### config.mk
export PLATFORM = sky130hd
export DESIGN_NAME = fetch_unit
export DESIGN_NICKNAME = d
export VERILOG_FILES = /design/src/rtl/fetch_unit.sv
export SDC_FILE = /design/constraint.sdc
export NUM_CORES = 1
export LEC_CHECK = 0
export ABC_AREA = 1
export CAP_MARGIN = 20
export CORE_AREA = 2 2 144 146
export DETAILED_ROUTE_END_ITERATION = 8
export DIE_AREA = 0 0 146 148
export PLACE_DENSITY = 0.78
export SYNTH_ARGS = -nofsm -noshare
export SYNTH_HDL_FRONTEND = slang
export SYNTH_SLANG_ARGS = --single-unit
### constraint.sdc
create_clock -name clk -period 2.6 [get_ports clk]
set_input_delay 0.52 -clock clk [delete_from_list [all_inputs] [get_ports clk]]
set_output_delay 0.52 -clock clk [all_outputs]
set_load 0.03 [all_outputs]
### src/rtl/fetch_unit.sv
// fetch_unit: RV32I fetch stage. Owns the PC, reads imem, buffers {instr,pc}
// in a 2-entry FIFO and hands the head to decode over valid/ready.
//
// Parameter:
//   RESET_PC       - PC value loaded on reset
//
// Ports:
//   clk, rst_n     - rising-edge clock, async active-low reset
//   fetch_en       - fetch permitted (FIFO still drains when low)
//   imem_addr      - word address pc[13:2] to instruction memory
//   imem_rdata     - combinational read data for imem_addr
//   redirect_valid - load redirect_pc and flush the buffer
//   redirect_pc    - redirect target byte address
//   out_valid      - head entry valid toward decode
//   out_ready      - decode accepts head
//   out_instr      - head instruction word
//   out_pc         - head byte PC
//   fetch_fault    - misaligned-redirect fault
//
// Optional feature macro: FETCH_MISALIGN_TRAP_EN
module fetch_unit #(
  parameter logic [31:0] RESET_PC = 32'h0000_0000
) (
  input  logic        clk,
  input  logic        rst_n,
  input  logic        fetch_en,
  output logic [11:0] imem_addr,
  input  logic [31:0] imem_rdata,
  input  logic        redirect_valid,
  input  logic [31:0] redirect_pc,
  output logic        out_valid,
  input  logic        out_ready,
  output logic [31:0] out_instr,
  output logic [31:0] out_pc,
  output logic        fetch_fault
);

  logic [31:0] pc_q, pc_d;
  logic [31:0] instr_q [2];
  logic [31:0] epc_q [2];
  logic        head_q, head_d;
  logic [1:0]  count_q, count_d;
  logic [31:0] last_instr_q;
  logic [31:0] last_pc_q;
  logic        tail;
  logic        pop;
  logic        push;
  logic        halted;

`ifdef FETCH_MISALIGN_TRAP_EN
  logic halted_q, halted_d;

  assign halted      = halted_q;
  assign fetch_fault = halted_q;

  always_comb begin
    halted_d = halted_q;
    if (redirect_valid) begin
      halted_d = |redirect_pc[1:0];
    end
  end

  always_ff @(posedge clk or negedge rst_n) begin
    if (!rst_n) begin
      halted_q <= 1'b0;
    end else begin
      halted_q <= halted_d;
    end
  end
`else
  assign halted      = 1'b0;
  assign fetch_fault = 1'b0;
`endif

  assign imem_addr = pc_q[13:2];
  assign out_valid = (count_q != 2'd0);
  assign pop       = out_valid & out_ready;
  assign push      = fetch_en & ~halted & ~redirect_valid &
                     ((count_q != 2'd2) | pop);

  // Slot after the head; when full this is the head slot, which a
  // simultaneous pop is vacating.
  assign tail = head_q ^ count_q[0];

  // When empty, keep showing whatever was last at the head.
  assign out_instr = out_valid ? instr_q[head_q] : last_instr_q;
  assign out_pc    = out_valid ? epc_q[head_q] : last_pc_q;

  always_comb begin
    pc_d    = pc_q;
    count_d = count_q;
    head_d  = head_q;
    if (redirect_valid) begin
      count_d = 2'd0;
`ifdef FETCH_MISALIGN_TRAP_EN
      pc_d = redirect_pc;
`else
      pc_d = redirect_pc & ~32'h3;
`endif
    end else begin
      if (push) begin
        pc_d = pc_q + 32'd4;
      end
      count_d = count_q + {1'b0, push} - {1'b0, pop};
      if (pop) begin
        head_d = ~head_q;
      end
    end
  end

  always_ff @(posedge clk or negedge rst_n) begin
    if (!rst_n) begin
      pc_q         <= RESET_PC;
      count_q      <= 2'd0;
      head_q       <= 1'b0;
      last_instr_q <= 32'd0;
      last_pc_q    <= 32'd0;
      for (int i = 0; i < 2; i++) begin
        instr_q[i] <= 32'd0;
        epc_q[i]   <= 32'd0;
      end
    end else begin
      pc_q    <= pc_d;
      count_q <= count_d;
      head_q  <= head_d;
      if (out_valid) begin
        last_instr_q <= instr_q[head_q];
        last_pc_q    <= epc_q[head_q];
      end
      if (push) begin
        instr_q[tail] <= imem_rdata;
        epc_q[tail]   <= pc_q;
      end
    end
  end

endmodule

# Word-level counts from Yosys, hierarchy flattened
# Index checks and enable logic that the tools add are counted.
# classes
addsub	3
magnitude_cmp	3
eq_ne	1
mux	15
bitwise_logic	9
reduce_logical	4
# ops
op	count
$mux W32	11
$bwmux W64	2
$add A32 B3 Y32 const B	1
$demux W32 S1	1
$ge A2 B2 Y1 const B	2
$not A1 Y2	2
$reduce_bool A2 Y1	2
$and A1 B1 Y1	3
$add A2 B1 Y2	1
$lt A2 B1 Y1 const B	1
$mux W2	1
$ne A2 B2 Y1 const B	1
$not A1 Y1	2
$reduce_and A2 Y1	1
$sub A2 B1 Y2	1
$logic_and A1 B1 Y1	1
$or A1 B1 Y1	1
$xor A1 B1 Y1	1
# totals
ff_bits	227
in_bits	69
out_inout_bits	78
wordCells	44

# Logic depth before layout (Yosys ltp)
# depth
word_depth	7
depth_mapped	9
depth_no_buf	9

# Least setup slack after synthesis
# OpenSTA, ideal clock, no wires.
# synth_path
path_type	reg-to-output
from	register count_q[1]
to	output port out_instr[22]
t_arrival_ns	1.653
required_time_ns	2.080
path_slack_ns	0.427
stages_incl_launch_ff	6
path_buffers	1
cell_sequence	dfrtp_1 nor2_2 inv_1 clkbuf_1 nor2_1 a21oi_1
# synth_between
elab_chain_cells	2
# synth_rtl
element	line_no	text
from (decl)	42	logic [1:0] count_q, count_d;
from (signal assigned)	124	count_q <= count_d;
$reduce_bool A2 Y1	76	assign out_valid = (count_q != 2'd0);
named net out_valid	31	output logic out_valid,
$mux W32	86	assign out_instr = out_valid ? instr_q[head_q] : last_instr_q;
to (decl)	33	output logic [31:0] out_instr,
# The timed path passes the listed nets, and every way through them passes these cells.

# Final worst setup path
# layout_path
from	register count_q[0]
to	output port out_instr[4]
# layout_between
elab_chain_cells	2
# layout_rtl
element	line_no
$reduce_bool A2 Y1	76
$mux W32	86
# Every way passes these cells.

==> results.md <==
- Net Count, Synth: 1235
- Htree depth: 1
- Area Overhead vs Synth: 27.4%
- CTS Hold Buffers Added: 0
- Largest cells by area after synthesis: dfrtp_1, nand2_1, a21oi_1
- Detail Route Antenna Nets: 0
- Final Hold Viols: 0
- Initial core utilization: approximately 50%
- Die height: 148 um
- Share of layout cells above drive strength 1: 14.7%
- Inst Count DP: about 1500
- Syn Area/Cell: 8.46 um2
- IO Port Bufs: around 140
- Setup Viol. Count Final: 0
- Crit-path leading delay family: buffers and inverters
- DR vias: just over 8000
- CP Max Fanout: 17
- Fin crit period: 2.53 ns
- Worst setup SP type: register
- Cell mode on critical path: a21oi_1
- CP Buf/Inv Count: 3
- Core Rows: 52
- CP Class: register to primary output
- Clk root buf: clkbuf_16
- Clk_skew: about 0.0075 ns
- DRT Pass-1 Iters: 5
- Slew Limit Fails: 0
- CP max-delay cell: dfrtp_2
- Status: complete, no violations
- Worst slew pin tran: 0.684 ns
- Worst setup EP type: primary output
- Die area: roughly 22000 um2
- Ant diodes: 0
- Num CTS Buffers: 24
- Placer Congestion: just over 0.9
- Synth area leader: dfrtp_1
- DP Wirelength: between 15000 and 20000 um
- CTS max path bufs: 3
- Synthesis-stage register bit count: about 220
- Synth cell count leaders: nand2_1, dfrtp_1, a21oi_1
- Share of the synthesized area in the top cell type: about 56%
- Fin cells: approximately 1600
- Max incr delay on CP: 0.45 ns
- Largest net degree at the start of global routing: between 90 and 100
- Die W: around 150 um
- Worst R2R Start: head_q
- CTS tree: done
- Vias in the first global route: ~8000
- DRT iter0 DRCs: roughly 530
- Critical Path AT: 2.01 ns
- Syn Inst Count: between 1000 and 1500
- Routed vias/inst: approximately 5.2
- Post-synth cell types: 31
- Crit path cell chain: nor2_4 > buf_4 > buf_12 > a21oi_1 > a21oi_1 > clkdlybuf4s15_2
- Worst hold path type: input pin to async pin
- Worst vdd ir: 0.769 mV
- EDFF count, synth: 0
- Core area: 20000 um2
- Leak: roughly 6 nW
- Synth warnings: 0
- Clock slew at reported path FFs: approximately 0.05 ns
- DRC viols: 0
- Pwr Total: about 18 mW
- Crit path from: count_q[0]
- Sequential fraction of the synthesis area: 56.2%
- Ys flop type: dfrtp_1
- Max Freq: just under 400 MHz
- Count leader, synth: nand2_1
- Worst-Skew Late Latency: approximately 0.5 ns
- Drt wl/cell: 15.5 um
- Grt total ovfl: 0
- Final period utilization: between 90% and 100%
- Ys async rst share: 100%
- Worst slew margin: a little over half
- Pwr dens: approximately 1500 nW/um2
- CP required: 2.08 ns
- Max-cap violations: 0
- GR Util All Layers: a little under a quarter
- # IOs: 147
- First-pass GRT wire length: roughly 40000 um
- CTS Sinks: roughly 220
- Mapped Area: slightly below 10000 um2
- Total Wirelength: between 20000 and 25000 um
- Initial antenna violation count: 0
- Final net count: ~1400
-- cell usage in the layout (no fill, tap or decap), drive strengths merged, types with 2 or more instances in the layout --
cell type | synthesis | routed
o21bai | 3 | 3
buf | 38 | 80
nand2 | 322 | 322
o21ai | 149 | 149
bufinv | 0 | 2
clkbuf | 36 | 38
xnor2 | 3 | 3
nand3 | 43 | 43
clkdlybuf4s15 | 0 | 17
o211ai | 6 | 6
nor2 | 107 | 107
ha | 3 | 3
inv | 93 | 92
and2 | 2 | 2
a21oi | 125 | 125
dfrtp | 221 | 221
xor2 | 6 | 6
clkdlybuf4s50 | 0 | 77
clkinv | 1 | 5
-- report_power, final --
group | leakage, nW | internal [mW] | switching (mW)
clock network | 0.379 | 2.04 | 1.30
registers | 2.69 | 4.96 | 0.744
logic | 2.80 | 3.52 | 5.72
-- layout make-up --
type / count / area, um2
Clock inverter: 5 / 75.1
Fill cell: 1747 / 7500
Sequential cell: 221 / 5530
Multi-Input combinational cell: 774 / 3630
Inverter: 94 / 354
Clock buffer: 36 / 697
Tap cell: 270 / 338
Timing Repair Buffer: 177 / 1910
-- worst register-to-register path: cells and delay by family (launching register included) --
kind                   cells  cell delay, ns
buffers and inverters      3            0.73
AND/OR/NAND/NOR            2            0.45
flip-flops                 1            0.43
XOR/XNOR                   1            0.32
AO/OA/AOI/OAI              1            0.08
-- flip-flops by register name, summed over array words and instances, names as in the netlist --
register      count
count_q           2
instr_q          64
pc_q             30
head_q            1
epc_q            60
last_pc_q        32
last_instr_q     32
-- stage by stage --
step | worst slack (ns) | TNS (ns) | instance area (um2) | util [%] | hold WS, ns
3_5_place_dp | 0.147 | 0 | 11700 | 58.2 | 0.473
6_report | 0.0709 | 0 | 12500 | 62.6 | 0.00191
4_1_cts | 0.00275 | 0 | 12500 | 62.4 | 0.0397
5_1_grt | -0.0125 | -0.0840 | 12500 | 62.6 | 0.0658
3_3_place_gp | 0.224 | 0 | 11700 | 58.2 | 0.466
2_1_floorplan | 0.427 | 0 | 9840 | - | 0.224
-- logic make-up after synthesis --
kind of cell | share of synthesized area, %
buf+inv | 8.07
xor+xnor | 0.801
simple gates | 19.4
other cells | 0.0381
flops | 56.2
compound gates | 15.2
fa+ha+maj | 0.381
-- routing by layer --
| layer | vias to the layer above | global-route usage [%] | wire length (um) | part of all wire, % |
|---|---|---|---|---|
| li1 | 3982 | - | - | - |
| met1 | 3889 | 31.2 | 10700 | 44 |
| met2 | 234 | 38.4 | 12100 | 49 |
| met3 | 26 | 3.43 | 1310 | 5.3 |
| met4 | 0 | 5.15 | 407 | 1.7 |
| met5 | - | 0 | 0 | 0 |
-- worst paths after layout --
kind | end | slack, ns | cells after the start
max in group asynchronous | epc_q[52] | 1.85 | 2
min in group clk | instr_q[61] | 0.49 | 2
max reg2reg | instr_q[31] | 0.52 | 7
min reg2reg | instr_q[61] | 0.49 | 2
max | out_instr[4] | 0.07 | 6
min | last_pc_q[1] | 0.002 | 1
-- what timing repair did --
| action | in CTS | in global routing |
|---|---|---|
| resized for setup | 110 | 49 |
| pin swaps | 0 | 1 |
| buffers inserted | 0 | 4 |
| gates cloned | 0 | 1 |
| endpoints found under the setup margin | 55 | 58 |
(Power assumes the default switching activity.)
==> patch (config.mk and constraints unchanged) <==
Build with the macro `FETCH_MISALIGN_TRAP_EN` defined.
--- a/src/rtl/fetch_unit.sv
+++ b/src/rtl/fetch_unit.sv
@@ -20,2 +20,4 @@
 // Optional feature macro: FETCH_MISALIGN_TRAP_EN
+`define FETCH_MISALIGN_TRAP_EN
+
 module fetch_unit #(
Function: changed (Yosys sat finds a counterexample within 4 cycles, from zero or initial values and one cycle with rst_n low).
==> patch against the original RTL <==
  * Combinational power is 17% higher
  * Power is 11% higher
  * Cell count is 2.4% higher
  * Sequential cell count is 7 higher
  * Maximum frequency is 0.77% lower
  * Routed wire length is 5.4% higher
  * Global-route usage is 1.3 points higher
  * Synthesized area is 4.6% higher
  * Die area stayed put
  * Critical path depth is 1 lower
  * Setup slack worse by 0.020 ns
  * Worst hold slack better by 0.0061 ns
  * Cell area is 3.7% higher
  * Largest cell class unchanged
==> patch: results (changes against the original RTL) <==
[status]
status=finished clean

[layout]
final_nets=1399  ; +2.6%
layout-drive-gt1-share=0.1613  ; +0.01444
top_regs=epc_q x64, instr_q x64

[detailed_routing]
drt-total-wl_um=25800  ; +5.4%
drt_iter0_markers=645  ; +21%
vias_per_cell=5.354  ; +3.8%

[yosys]
syn_nets=1276  ; +3.3%
synth-xor-area-share=0.005106  ; -0.002902
synthTopCellsByArea=dfrtp_1 (55%), nand2_1 (12%), a21oi_1 (6.2%)
yosysSeqAreaShare=0.5544  ; -0.007433
synth_compound_area_frac=0.1615  ; +0.009940
yosysUniqueCellTypes=28  ; -9.7%

[placed_design]
io_buffers=146  ; +2.1%
dp.cells=1570  ; +2.5%

[sta]
worst_pin_slew_ns=0.6724  ; -0.01208 ns
fmax_mhz=392.3  ; -0.77%

[setup_path]
cp_max_fo=16  ; -1
ff2ff_path_depth=6  ; -1
reg2reg_slack_ns=0.63  ; +0.11 ns
cp.arrival_ns=2.03  ; +0.02 ns
crit_start=count_q[1]

[power]
ir_worst_vdd_mv=0.9342  ; +22%
pwr-share-comb=0.530  ; +0.024

[grt]
grt_pass1_vias=8464  ; +5.7%

==> patch: changes by cell type after synthesis, moves of 5 or more <==
cell      change
o21ai_2      +50
o21ai_1      -40
nand2_1      +30
clkbuf_1     -19
buf_1        +14
buf_2         +9
nand2_2       -9
nand3_1       +9
o21ai_0       -9
buf_4         -7
dfrtp_1       +7
buf_6         +5
nor2_1        +5
==> patch: area by class of cell <==
class | count | area [um^2]
fill | 1648 | 7041
sequential | 228 | 5708
multi-input combinational | 805 | 3864
timing repair buffer | 174 | 1892
clock buffer | 39 | 738.2
inverter | 94 | 352.8
tap | 270 | 337.8
clock inverter | 5 | 106.4
==> patch: critical path: stages, from the launching register on <==
cell and delay [ns]:
dfrtp_1 0.43, nor2_4 0.19, buf_4 0.27, a21oi_1 0.06, a21oi_1 0.22, clkdlybuf4s15_2 0.33
==> patch: metal layers <==
layer | GRT usage | wire (um)
met4 | 0.07233 | 631
met2 | 0.3948 | 12230
met5 | 0 | 0
met3 | 0.03457 | 1760
met1 | 0.3342 | 11180
